File: src/rtl/consec_run_detector.sv
// -----------------------------------------------------------------------------
// consec_run_detector
//
// Multi-lane consecutive-ones detector. A round-robin select counter walks the
// LANES inputs one per enabled edge; the selected bit is shifted into a
// DEPTH-bit history register and drives a saturating run-length counter. A
// level flag (consec) reports that the current run of ones has reached a
// runtime threshold, and rise pulses for one CLK cycle when that flag goes
// from 0 to 1.
//
// Optional feature macro: CONSEC_ZERO_DET_EN
//   defined   : adds a saturating zero-run counter; zrun flags runs of zeros
//               that reach the same threshold.
//   undefined : no zero-run counter exists and zrun is tied to 0.
//   The port list is identical in both builds.
//
// Parameters
//   LANES  number of input lanes (>= 2)
//   DEPTH  history shift register width (>= 2)
//   CNT_W  run-length counter / threshold width
//
// Ports
//   CLK      in   sole clock, rising edge
//   RST      in   synchronous active-high reset (priority over en)
//   en       in   sample enable
//   lanes_in in   [LANES]  parallel lane inputs
//   thresh   in   [CNT_W]  run threshold, 0 disables detection
//   SEL      out  [SEL_W]  current lane select
//   mux_bit  out  lanes_in[SEL], combinational
//   sr_out   out  [DEPTH]  sample history, bit 0 newest
//   run_len  out  [CNT_W]  current run of ones, saturating
//   consec   out  run_len >= thresh (thresh != 0)
//   rise     out  one-cycle pulse on consec 0->1
//   zrun     out  zero-run flag (0 unless CONSEC_ZERO_DET_EN)
// -----------------------------------------------------------------------------
module consec_run_detector #(
    parameter int LANES = 4,
    parameter int DEPTH = 8,
    parameter int CNT_W = 8,
    localparam int SEL_W = (LANES > 1) ? $clog2(LANES) : 1
) (
    input  logic             CLK,
    input  logic             RST,
    input  logic             en,
    input  logic [LANES-1:0] lanes_in,
    input  logic [CNT_W-1:0] thresh,
    output logic [SEL_W-1:0] SEL,
    output logic             mux_bit,
    output logic [DEPTH-1:0] sr_out,
    output logic [CNT_W-1:0] run_len,
    output logic             consec,
    output logic             rise,
    output logic             zrun
);

    localparam logic [CNT_W-1:0] CNT_MAX  = {CNT_W{1'b1}};
    localparam logic [SEL_W-1:0] SEL_LAST = SEL_W'(LANES - 1);

    // Saturating increment: holds at all-ones instead of wrapping to zero.
    function automatic logic [CNT_W-1:0] sat_inc(input logic [CNT_W-1:0] v);
        logic [CNT_W-1:0] r;
        if (v == CNT_MAX) begin
            r = v;
        end else begin
            r = v + CNT_W'(1);
        end
        return r;
    endfunction

    // Threshold compare shared by the ones and zeros detectors; a zero
    // threshold disables detection rather than matching every count.
    function automatic logic thr_met(input logic [CNT_W-1:0] cnt,
                                     input logic [CNT_W-1:0] thr);
        return (thr != {CNT_W{1'b0}}) && (cnt >= thr);
    endfunction

    logic [SEL_W-1:0] sel_q,       sel_d;
    logic [DEPTH-1:0] sr_q,        sr_d;
    logic [CNT_W-1:0] run_len_q,   run_len_d;
    logic             consec_dly_q, consec_dly_d;
    logic             mux_bit_s;
    logic             consec_s;

    // Lane mux: SEL never leaves 0..LANES-1, so the index is always valid.
    always_comb begin
        mux_bit_s = lanes_in[sel_q];
    end

    // Next-state for the select counter, history register and run counter.
    always_comb begin
        sel_d     = sel_q;
        sr_d      = sr_q;
        run_len_d = run_len_q;
        if (en) begin
            if (sel_q == SEL_LAST) begin
                sel_d = {SEL_W{1'b0}};
            end else begin
                sel_d = sel_q + SEL_W'(1);
            end
            sr_d = {sr_q[DEPTH-2:0], mux_bit_s};
            if (mux_bit_s) begin
                run_len_d = sat_inc(run_len_q);
            end else begin
                run_len_d = {CNT_W{1'b0}};
            end
        end else begin
            sel_d     = sel_q;
            sr_d      = sr_q;
            run_len_d = run_len_q;
        end
    end

    // Level flag decoded from registered count; rise compares against the
    // flag value captured on the previous CLK edge (captured regardless of en
    // so the pulse is exactly one CLK cycle wide).
    always_comb begin
        consec_s     = thr_met(run_len_q, thresh);
        consec_dly_d = consec_s;
    end

    // State registers with synchronous reset.
    always_ff @(posedge CLK) begin
        if (RST) begin
            sel_q        <= {SEL_W{1'b0}};
            sr_q         <= {DEPTH{1'b0}};
            run_len_q    <= {CNT_W{1'b0}};
            consec_dly_q <= 1'b0;
        end else begin
            sel_q        <= sel_d;
            sr_q         <= sr_d;
            run_len_q    <= run_len_d;
            consec_dly_q <= consec_dly_d;
        end
    end

`ifdef CONSEC_ZERO_DET_EN
    logic [CNT_W-1:0] zero_len_q, zero_len_d;

    // Zero-run counter mirrors the ones counter with the bit sense inverted.
    always_comb begin
        zero_len_d = zero_len_q;
        if (en) begin
            if (mux_bit_s) begin
                zero_len_d = {CNT_W{1'b0}};
            end else begin
                zero_len_d = sat_inc(zero_len_q);
            end
        end else begin
            zero_len_d = zero_len_q;
        end
    end

    // Zero-run counter register with synchronous reset.
    always_ff @(posedge CLK) begin
        if (RST) begin
            zero_len_q <= {CNT_W{1'b0}};
        end else begin
            zero_len_q <= zero_len_d;
        end
    end

    // Zero-run flag shares the threshold with the ones detector.
    always_comb begin
        zrun = thr_met(zero_len_q, thresh);
    end
`else
    // Feature disabled: no zero-run state, flag held low.
    always_comb begin
        zrun = 1'b0;
    end
`endif

    // Output drive.
    always_comb begin
        SEL     = sel_q;
        mux_bit = mux_bit_s;
        sr_out  = sr_q;
        run_len = run_len_q;
        consec  = consec_s;
        rise    = consec_s & ~consec_dly_q;
    end

endmodule

File: config.mk
export PLATFORM = sky130hd
export DESIGN_NAME = consec_run_detector
export DESIGN_NICKNAME = d
export VERILOG_FILES = /design/src/rtl/consec_run_detector.sv
export SDC_FILE = /design/constraint.sdc
export NUM_CORES = 1
export LEC_CHECK = 0
export BUFFER_PORTS_ARGS = -buffer_cell sky130_fd_sc_hd__buf_2
export CELL_PAD_IN_SITES_DETAIL_PLACEMENT = 1
export CELL_PAD_IN_SITES_GLOBAL_PLACEMENT = 1
export CORE_MARGIN = 2
export CORE_UTILIZATION = 33
export CTS_BUF_LIST = sky130_fd_sc_hd__clkbuf_2 sky130_fd_sc_hd__clkbuf_4 sky130_fd_sc_hd__clkbuf_8
export DETAILED_ROUTE_END_ITERATION = 10
export GPL_TIMING_DRIVEN = 0
export PLACE_DENSITY_LB_ADDON = 0.1
export SYNTH_ARGS = -nofsm -noshare
export SYNTH_HDL_FRONTEND = slang
export SYNTH_SLANG_ARGS = --single-unit
File: constraint.sdc
create_clock -name CLK -period 1.5 [get_ports CLK]
set_input_delay 0.225 -clock CLK [delete_from_list [all_inputs] [get_ports CLK]]
set_output_delay 0.225 -clock CLK [all_outputs]
set_load 0.01 [all_outputs]
==> results_dict.tcl, run 1 <==
set metrics [dict create \
    outcome "finished, violations left" \
    violations "negative setup slack" \
    synth_simple_gate_area_share_pct 20.0 \
    design.core.area_mm2 0.00303 \
    insertion_delay_ps 300 \
    clk_root_buffer_cell "sky130_fd_sc_hd__clkbuf_4" \
    min_path_type "input pin to flop" \
    place.port_buffers 34 \
    synth_top_cells_by_count "sky130_fd_sc_hd__dfxtp_1, sky130_fd_sc_hd__nor2_1, sky130_fd_sc_hd__ha_1" \
    crit_path_max_fanout 3 \
    hold_path_depth 2 \
    timing.clock.skew_ps 6.31 \
    drtIter0Drc 27 \
    filler_cell_count 364 \
    combinational_family_with_the_most_area_after_synthesis "simple AND/OR/NAND/NOR gates" \
    multiplexer_share_of_the_synthesized_area_pct 10.7 \
    synth.yosys.seq_area_share_pct 36.3 \
    viasPerCell 4.98 \
    avgRoutedWirePerCell_um 13.5 \
    syn2layout_area_growth_pct 50.2 \
    yosys_register_bits 19 \
    hold_viol_final 0 \
    synth_enable_flop_cells 0 \
    grt.total_usage_pct 16.1 \
    power_report.internal_total_mw 0.738 \
    max-vdd-ir-drop_mv 0.432 \
    most_instantiated_library_cell_after_synthesis "sky130_fd_sc_hd__dfxtp_1" \
    final_max_slew_viol_count 0 \
    total_congestion_overflow 0 \
    path_class "flop to output pin" \
    cap_violations 0 \
    synth-warning-count 0 \
    power.sequential.fraction_pct 51.4 \
    grt_first_pass_wirelength_um 4430 \
    synth_top_cell_area_share_pct 36.3 \
    f_max_mhz 528 \
    ios 37 \
    post-route-period-util_pct 126 \
    cell_area_after_placement_mm2 0.00128 \
    tritoncts "yes" \
    share_comb_of_total_power_pct 20.5 \
    drt_pass1_iterations 3 \
    critical_path_required_ps 1270 \
    num_rows 20 \
    nets 191 \
    critPathArrivalTime_ps 1670 \
    cts.sink_count 19 \
    grt_max_degree 11 \
    floorplan.die.height_um 60.4 \
    post_synth_inst_count 117 \
    post_synth_fa_ha_maj_area_fraction_pct 11.9 \
    r2r_slack_ps 0 \
    regToRegEndpoint "run_len[2]" \
    post_detailed_placement_half_perimeter_wirelength_um 2020 \
    finalWirelength_um 2820 \
    hold-path-endpoint "consec_dly_q" \
    finalInstanceArea_mm2 0.00158 \
    min_period_ps 1890 \
    antenna-diode-count 0 \
    ys_async_rst_share_pct 0 \
    clk_transition_reported_paths_ps 110 \
    routed-via-count 1041 \
    die_w_um 60.4 \
    kind_of_end_point_of_the_critical_path "output pin" \
    setup_ws_ps -394 \
    grt_setup_unrepaired "yes" \
    worstSetupStartpointType "flop" \
    synthDistinctLibCells 30 \
    cts-buffers-inserted 3 \
    switching_power_mw 0.276 \
    drt.antenna.violating_nets 0 \
    postSynthNetCount 142 \
    routabilityCongestion 0.679 \
    design_power_total_mw 1.01 \
    worst_r2r_path_depth 4 \
    synth_area_leader_cell "sky130_fd_sc_hd__dfxtp_1" \
    synth_area_per_cell_um2 8.96 \
    setup_viol_count_final 3 \
    yosys.area_share.xor_xnor_pct 0.835 \
    number_of_global_route_vias_before_repair 1039 \
    floorplan.initialDensity_pct 34.6 \
    min_from "RST" \
    pwr-share-clk_pct 28.1 \
    leakage_power_summed_over_all_cells_nw 0.720 \
    power_density_mw_per_mm2 644 \
    synth_compound_gate_area_share_pct 14.6 \
    synth.cell_area_mm2 0.00105 \
    synthFlopType "sky130_fd_sc_hd__dfxtp_1" \
    synth.top_cells.by_area "sky130_fd_sc_hd__dfxtp_1, sky130_fd_sc_hd__ha_1, sky130_fd_sc_hd__mux2i_1" \
    grt_antenna_before_repair 0 \
    die-area_mm2 0.00364 \
    bufs_on_longest_clock_path 2 \
    switching_share_pct 27.2 \
    drc_errors 0 \
    htree_levels 1 \
    post_route_cells_drive_above_1_share_pct 49.7 \
    worstReg2RegStart "SEL[0]" \
]
==> per-stage QoR <==
stage / TNS, ps / utilization [%] / worst slack [ps] / instances / hold slack [ps]
finish: -839 / 52.0 / -394 / 209 / 185
global route: -1440 / 52.0 / -474 / 209 / 163
CTS: -899 / 47.3 / -435 / 206 / 174
detailed placement: -493 / 42.4 / -244 / 195 / 480
global placement: -401 / 42.4 / -202 / 195 / 467
floorplan: -39.9 / - / -21.1 / 117 / 345
==> final cells by class <==
class	instances	area, um2	area share (%)
Sequential cell	19	405	25.7
Buffer	4	21.3	1.35
Tap cell	44	55.1	3.49
Multi-Input combinational cell	85	759	48.2
Timing Repair Buffer	44	268	17.0
Clock buffer	4	30.0	1.91
Inverter	9	36.3	2.30
==> power by group through the flow <==
stage / registers, mW / logic [mW] / clock network (mW)
2_1_floorplan: 0.547 / 0.0864 / 0
3_3_place_gp: 0.543 / 0.142 / 0
3_5_place_dp: 0.544 / 0.146 / 0
4_1_cts: 0.523 / 0.172 / 0.291
5_1_grt: 0.525 / 0.228 / 0.325
6_report: 0.522 / 0.208 / 0.285
==> registers in the layout (all words and copies together), names as in the netlist <==
name          count
run_len           8
sr_out            8
SEL               2
consec_dly_q      1
==> cell usage in the layout, fill, tap and decap left out, types with 3 or more instances in the layout <==
cell type,netlist,layout
sky130_fd_sc_hd__nor2_1,17,17
sky130_fd_sc_hd__nand4_1,3,3
sky130_fd_sc_hd__mux2i_1,9,9
sky130_fd_sc_hd__dfxtp_4,0,6
sky130_fd_sc_hd__a21oi_1,6,4
sky130_fd_sc_hd__ha_4,0,4
sky130_fd_sc_hd__clkbuf_4,0,4
sky130_fd_sc_hd__buf_2,2,35
sky130_fd_sc_hd__inv_1,9,8
sky130_fd_sc_hd__ha_1,10,5
sky130_fd_sc_hd__nand3_1,4,4
sky130_fd_sc_hd__buf_4,1,9
sky130_fd_sc_hd__dfxtp_1,19,11
sky130_fd_sc_hd__a311oi_2,0,3
sky130_fd_sc_hd__nand2_1,5,5
==> worst max path at each step <==
stage	to	cells past startpoint	slack, ps	from
floorplan	rise	4	-20	run_len[7]
global placement	rise	7	-200	thresh[7]
detailed placement	rise	7	-240	thresh[7]
CTS	consec	5	-440	run_len[6]
global route	consec	5	-470	run_len[6]
finish	rise	5	-390	run_len[7]
==> repair_timing <==
item,in CTS,in global routing
setup endpoints to repair,9,12
setup buffers,7,4
hold buffers,0,0
pin swaps,6,14
gates resized for setup,15,22
==> per-layer routing <==
metal / share of wire (%) / wire length, um / track usage (%)
met1: 43 / 1210 / 18.1
met2: 52 / 1470 / 29.5
met3: 3.6 / 101 / 2.35
met4: 1.4 / 40 / 7.62
met5: 0 / 0 / 0
==> worst max-delay path, cell delays in order, from the launching register on <==
cell and delay (ps):
sky130_fd_sc_hd__dfxtp_4 370, sky130_fd_sc_hd__ha_4 220, sky130_fd_sc_hd__and3_4 190, sky130_fd_sc_hd__a221oi_4 310, sky130_fd_sc_hd__o32ai_2 120, sky130_fd_sc_hd__buf_2 140
==> cell families after synthesis <==
| kind of cell | count (synthesis) |
|---|---|
| AND/OR/NAND/NOR | 43 |
| AO/OA/AOI/OAI | 20 |
| multiplexers | 10 |
| other | 1 |
| adder cells (fa/ha/maj) | 10 |
| XOR/XNOR | 1 |
| buffers and inverters | 13 |
| flip-flops | 19 |
Note: power is estimated with default switching activity, not from simulation.
==> inputs of run 2 (changes only) <==
--- a/config.mk
+++ b/config.mk
@@ -5,6 +5,7 @@
 export SDC_FILE = /design/constraint.sdc
 export NUM_CORES = 1
 export LEC_CHECK = 0
+export ABC_AREA = 1
 export BUFFER_PORTS_ARGS = -buffer_cell sky130_fd_sc_hd__buf_2
 export CELL_PAD_IN_SITES_DETAIL_PLACEMENT = 1
 export CELL_PAD_IN_SITES_GLOBAL_PLACEMENT = 1
==> run 2 against run 1 <==
The run still ends with negative setup slack left. Non-clock buffer count grew 5. Total power grew 22%. Sequential power grew 5.7%. Final cell count rose by 35%. Largest power group unchanged.
==> results_dict.tcl, run 2 <==
set metrics [dict create \
    bufs_on_longest_clock_path 2 \
    synth_area_per_cell_um2 7.01 \
    finalHoldWorstSlack_ps 190 \
    critPathArrivalTime_ps 1520 \
    cell_area_after_placement_mm2 0.00151 \
    die-area_mm2 0.00438 \
    routabilityCongestion 0.783 \
    design_power_total_mw 1.24 \
    path_class "flop to output pin" \
    crit_path_max_fanout 3 \
    cts.sink_count 19 \
    final_common_cell "sky130_fd_sc_hd__buf_2" \
    finalWirelength_um 3820 \
    totalNegativeSetupSlack_ps -455 \
    routed-via-count 1371 \
    insertion_delay_ps 260 \
    postSynthNetCount 207 \
    f_max_mhz 574 \
    cap_violations 0 \
    leakage_power_summed_over_all_cells_nw 0.910 \
    total_congestion_overflow 0 \
    violations "negative setup slack" \
    power_report.internal_total_mw 0.842 \
    finalInstanceArea_mm2 0.00178 \
    min_period_ps 1740 \
    cts-buffers-inserted 3 \
    most_instantiated_library_cell_after_synthesis "sky130_fd_sc_hd__inv_1" \
    kind_of_end_point_of_the_critical_path "output pin" \
    nets 260 \
    synth_enable_flop_cells 0 \
    post-route-period-util_pct 116 \
    synth.yosys.seq_area_share_pct 29.8 \
    hold_viol_final 0 \
    final_cells 282 \
    floorplan.initialDensity_pct 34.6 \
    post_synth_inst_count 182 \
    share_comb_of_total_power_pct 25.4 \
    tritoncts "yes" \
    cp_common_cell "sky130_fd_sc_hd__nand2_2" \
    setup_ws_ps -241 \
    post_detailed_placement_half_perimeter_wirelength_um 2720 \
    drt.antenna.violating_nets 0 \
    timing.critical_path.cells "ha_4, nand2_2, nor2_2, nand4_1, nand3_2, nand2_2, nor2_1, buf_2" \
    antenna-diode-count 0 \
    critical_path_required_ps 1270 \
    grt_max_degree 12 \
    worstSetupStartpointType "flop" \
    timing.critical_path.slowest_stage_cell "sky130_fd_sc_hd__dfxtp_4" \
    grt_setup_unrepaired "yes" \
    num_rows 22 \
    avgRoutedWirePerCell_um 13.6 \
    die_w_um 66.2 \
    synth.top_cells.by_area "sky130_fd_sc_hd__dfxtp_1, sky130_fd_sc_hd__ha_1, sky130_fd_sc_hd__inv_1" \
    switching_power_mw 0.395 \
    clk_transition_reported_paths_ps 80 \
    cp_slowest_stage_delay_ps 360 \
    synth.cell_area_mm2 0.00128 \
    drt_pass1_iterations 6 \
    grt_first_pass_wirelength_um 6170 \
    synthFlopType "sky130_fd_sc_hd__dfxtp_1" \
    place.port_buffers 35 \
    syn2layout_area_growth_pct 39.4 \
    layout.cells.most_common_list "sky130_fd_sc_hd__buf_2, sky130_fd_sc_hd__inv_1, sky130_fd_sc_hd__nor2_1" \
    postCtsHoldBufs 0 \
    outcome "finished, violations left" \
    switching_share_pct 31.9 \
    setup_viol_count_final 2 \
    floorplan.die.height_um 66.2 \
    drtIter0Drc 54 \
    post_route_cells_drive_above_1_share_pct 44.0 \
    viasPerCell 4.86 \
    synth_area_leader_cell "sky130_fd_sc_hd__dfxtp_1" \
    pwr-share-clk_pct 30.0 \
    number_of_global_route_vias_before_repair 1416 \
    min_path_type "input pin to flop" \
    max-vdd-ir-drop_mv 0.374 \
    clk_root_buffer_cell "sky130_fd_sc_hd__clkbuf_8" \
    drc_errors 0 \
    timing.clock.skew_ps 3.69 \
    post_place_cells 265 \
    yosys_register_bits 19 \
    synth_top_cells_by_count "sky130_fd_sc_hd__inv_1, sky130_fd_sc_hd__nor2_1, sky130_fd_sc_hd__nand2_1" \
    grt_antenna_before_repair 0 \
    power_density_mw_per_mm2 696 \
    synthDistinctLibCells 26 \
    final_max_slew_viol_count 0 \
    synth_top_cell_area_share_pct 29.8 \
    filler_cell_count 496 \
    grt.total_usage_pct 18.5 \
    synth-warning-count 0 \
    ys_async_rst_share_pct 0 \
    htree_levels 1 \
    power.sequential.fraction_pct 44.6 \
    ios 37 \
    design.core.area_mm2 0.00369 \
]
## run 2: cell types whose count changed in the layout (fill, tap and decap cells not counted), moves of 5 or more
cell                       before  now
sky130_fd_sc_hd__nand2_2        0   11
sky130_fd_sc_hd__mux2i_1        9    0
sky130_fd_sc_hd__o21ai_0        0    9
sky130_fd_sc_hd__nand2_4        0    5
sky130_fd_sc_hd__buf_4          9   14
sky130_fd_sc_hd__nor2_1        17   25
sky130_fd_sc_hd__inv_1          8   26
sky130_fd_sc_hd__nand3_1        4   17
sky130_fd_sc_hd__clkbuf_8       0    5
sky130_fd_sc_hd__nand2_1        5   22
## run 2: layout make-up
type                            instances  area (um2)  area share (%)
Buffer                                  5        43.8            2.46
Clock buffer                            3        41.3            2.32
Clock inverter                          1        5.00           0.281
Inverter                               29         109            6.12
Multi-Input combinational cell        129         832            46.8
Sequential cell                        19         409            23.0
Tap cell                               48        60.1            3.38
Timing Repair Buffer                   48         279            15.7
## run 2: power groups by stage
| stage | Clock (mW) | Sequential [mW] | Combinational (mW) |
|---|---|---|---|
| final | 0.372 | 0.552 | 0.314 |
| after global routing | 0.413 | 0.556 | 0.353 |
| after CTS | 0.382 | 0.554 | 0.299 |
| after detailed placement | 0 | 0.573 | 0.272 |
| after global placement | 0 | 0.571 | 0.263 |
| after floorplan | 0 | 0.580 | 0.165 |
## run 2: kinds of logic (layout without fill, tap and decap cells)
kind of cell	after synthesis	count (layout)	synth area share [%]
AOI/OAI and AO/OA	24	24	11.3
adders and majority gates	10	10	9.80
buffers and inverters	34	86	12.0
DFF	19	19	29.8
other	1	1	0.294
and+or+nand+nor	94	94	36.9
## run 2: worst max-delay path, delay by kind of cell, from the launching register on
family                   cells  cell delay [ps]
AND/OR/NAND/NOR              6              490
buffers and inverters        1              130
adder cells (fa/ha/maj)      1              270
flip-flops                   1              360
## run 2: stage by stage
step | utilization [%] | worst slack, ps
detailed placement | 41.0 | -168
finish | 48.2 | -241
CTS | 45.9 | -256
global placement | 41.0 | -116
floorplan | - | 46.6
global route | 48.2 | -326
## run 2: final timing paths
check / startpoint / to / slack [ps] / cells past startpoint
max reg2reg: run_len[0] / run_len[5] / 60 / 9
min: RST / run_len[1] / 190 / 2
min reg2reg: sr_out[6] / sr_out[7] / 510 / 2
max: run_len[5] / rise / -240 / 8
## run 2: metal layers
| metal | share of wire, % | GRT usage [%] | up-vias |
|---|---|---|---|
| met5 | 0 | 0 | - |
| met4 | 1.9 | 9.95 | 0 |
| met3 | 2.8 | 2.21 | 6 |
| met2 | 52 | 33.9 | 28 |
| met1 | 43 | 20.6 | 650 |
| li1 | - | - | 687 |
## run 2: timing repair
item                                    CTS  global route
gates cloned                              0             0
endpoints found under the setup margin    4             4
pin swaps                                 2             2
resized for setup                        22            10
buffers inserted                          8             5
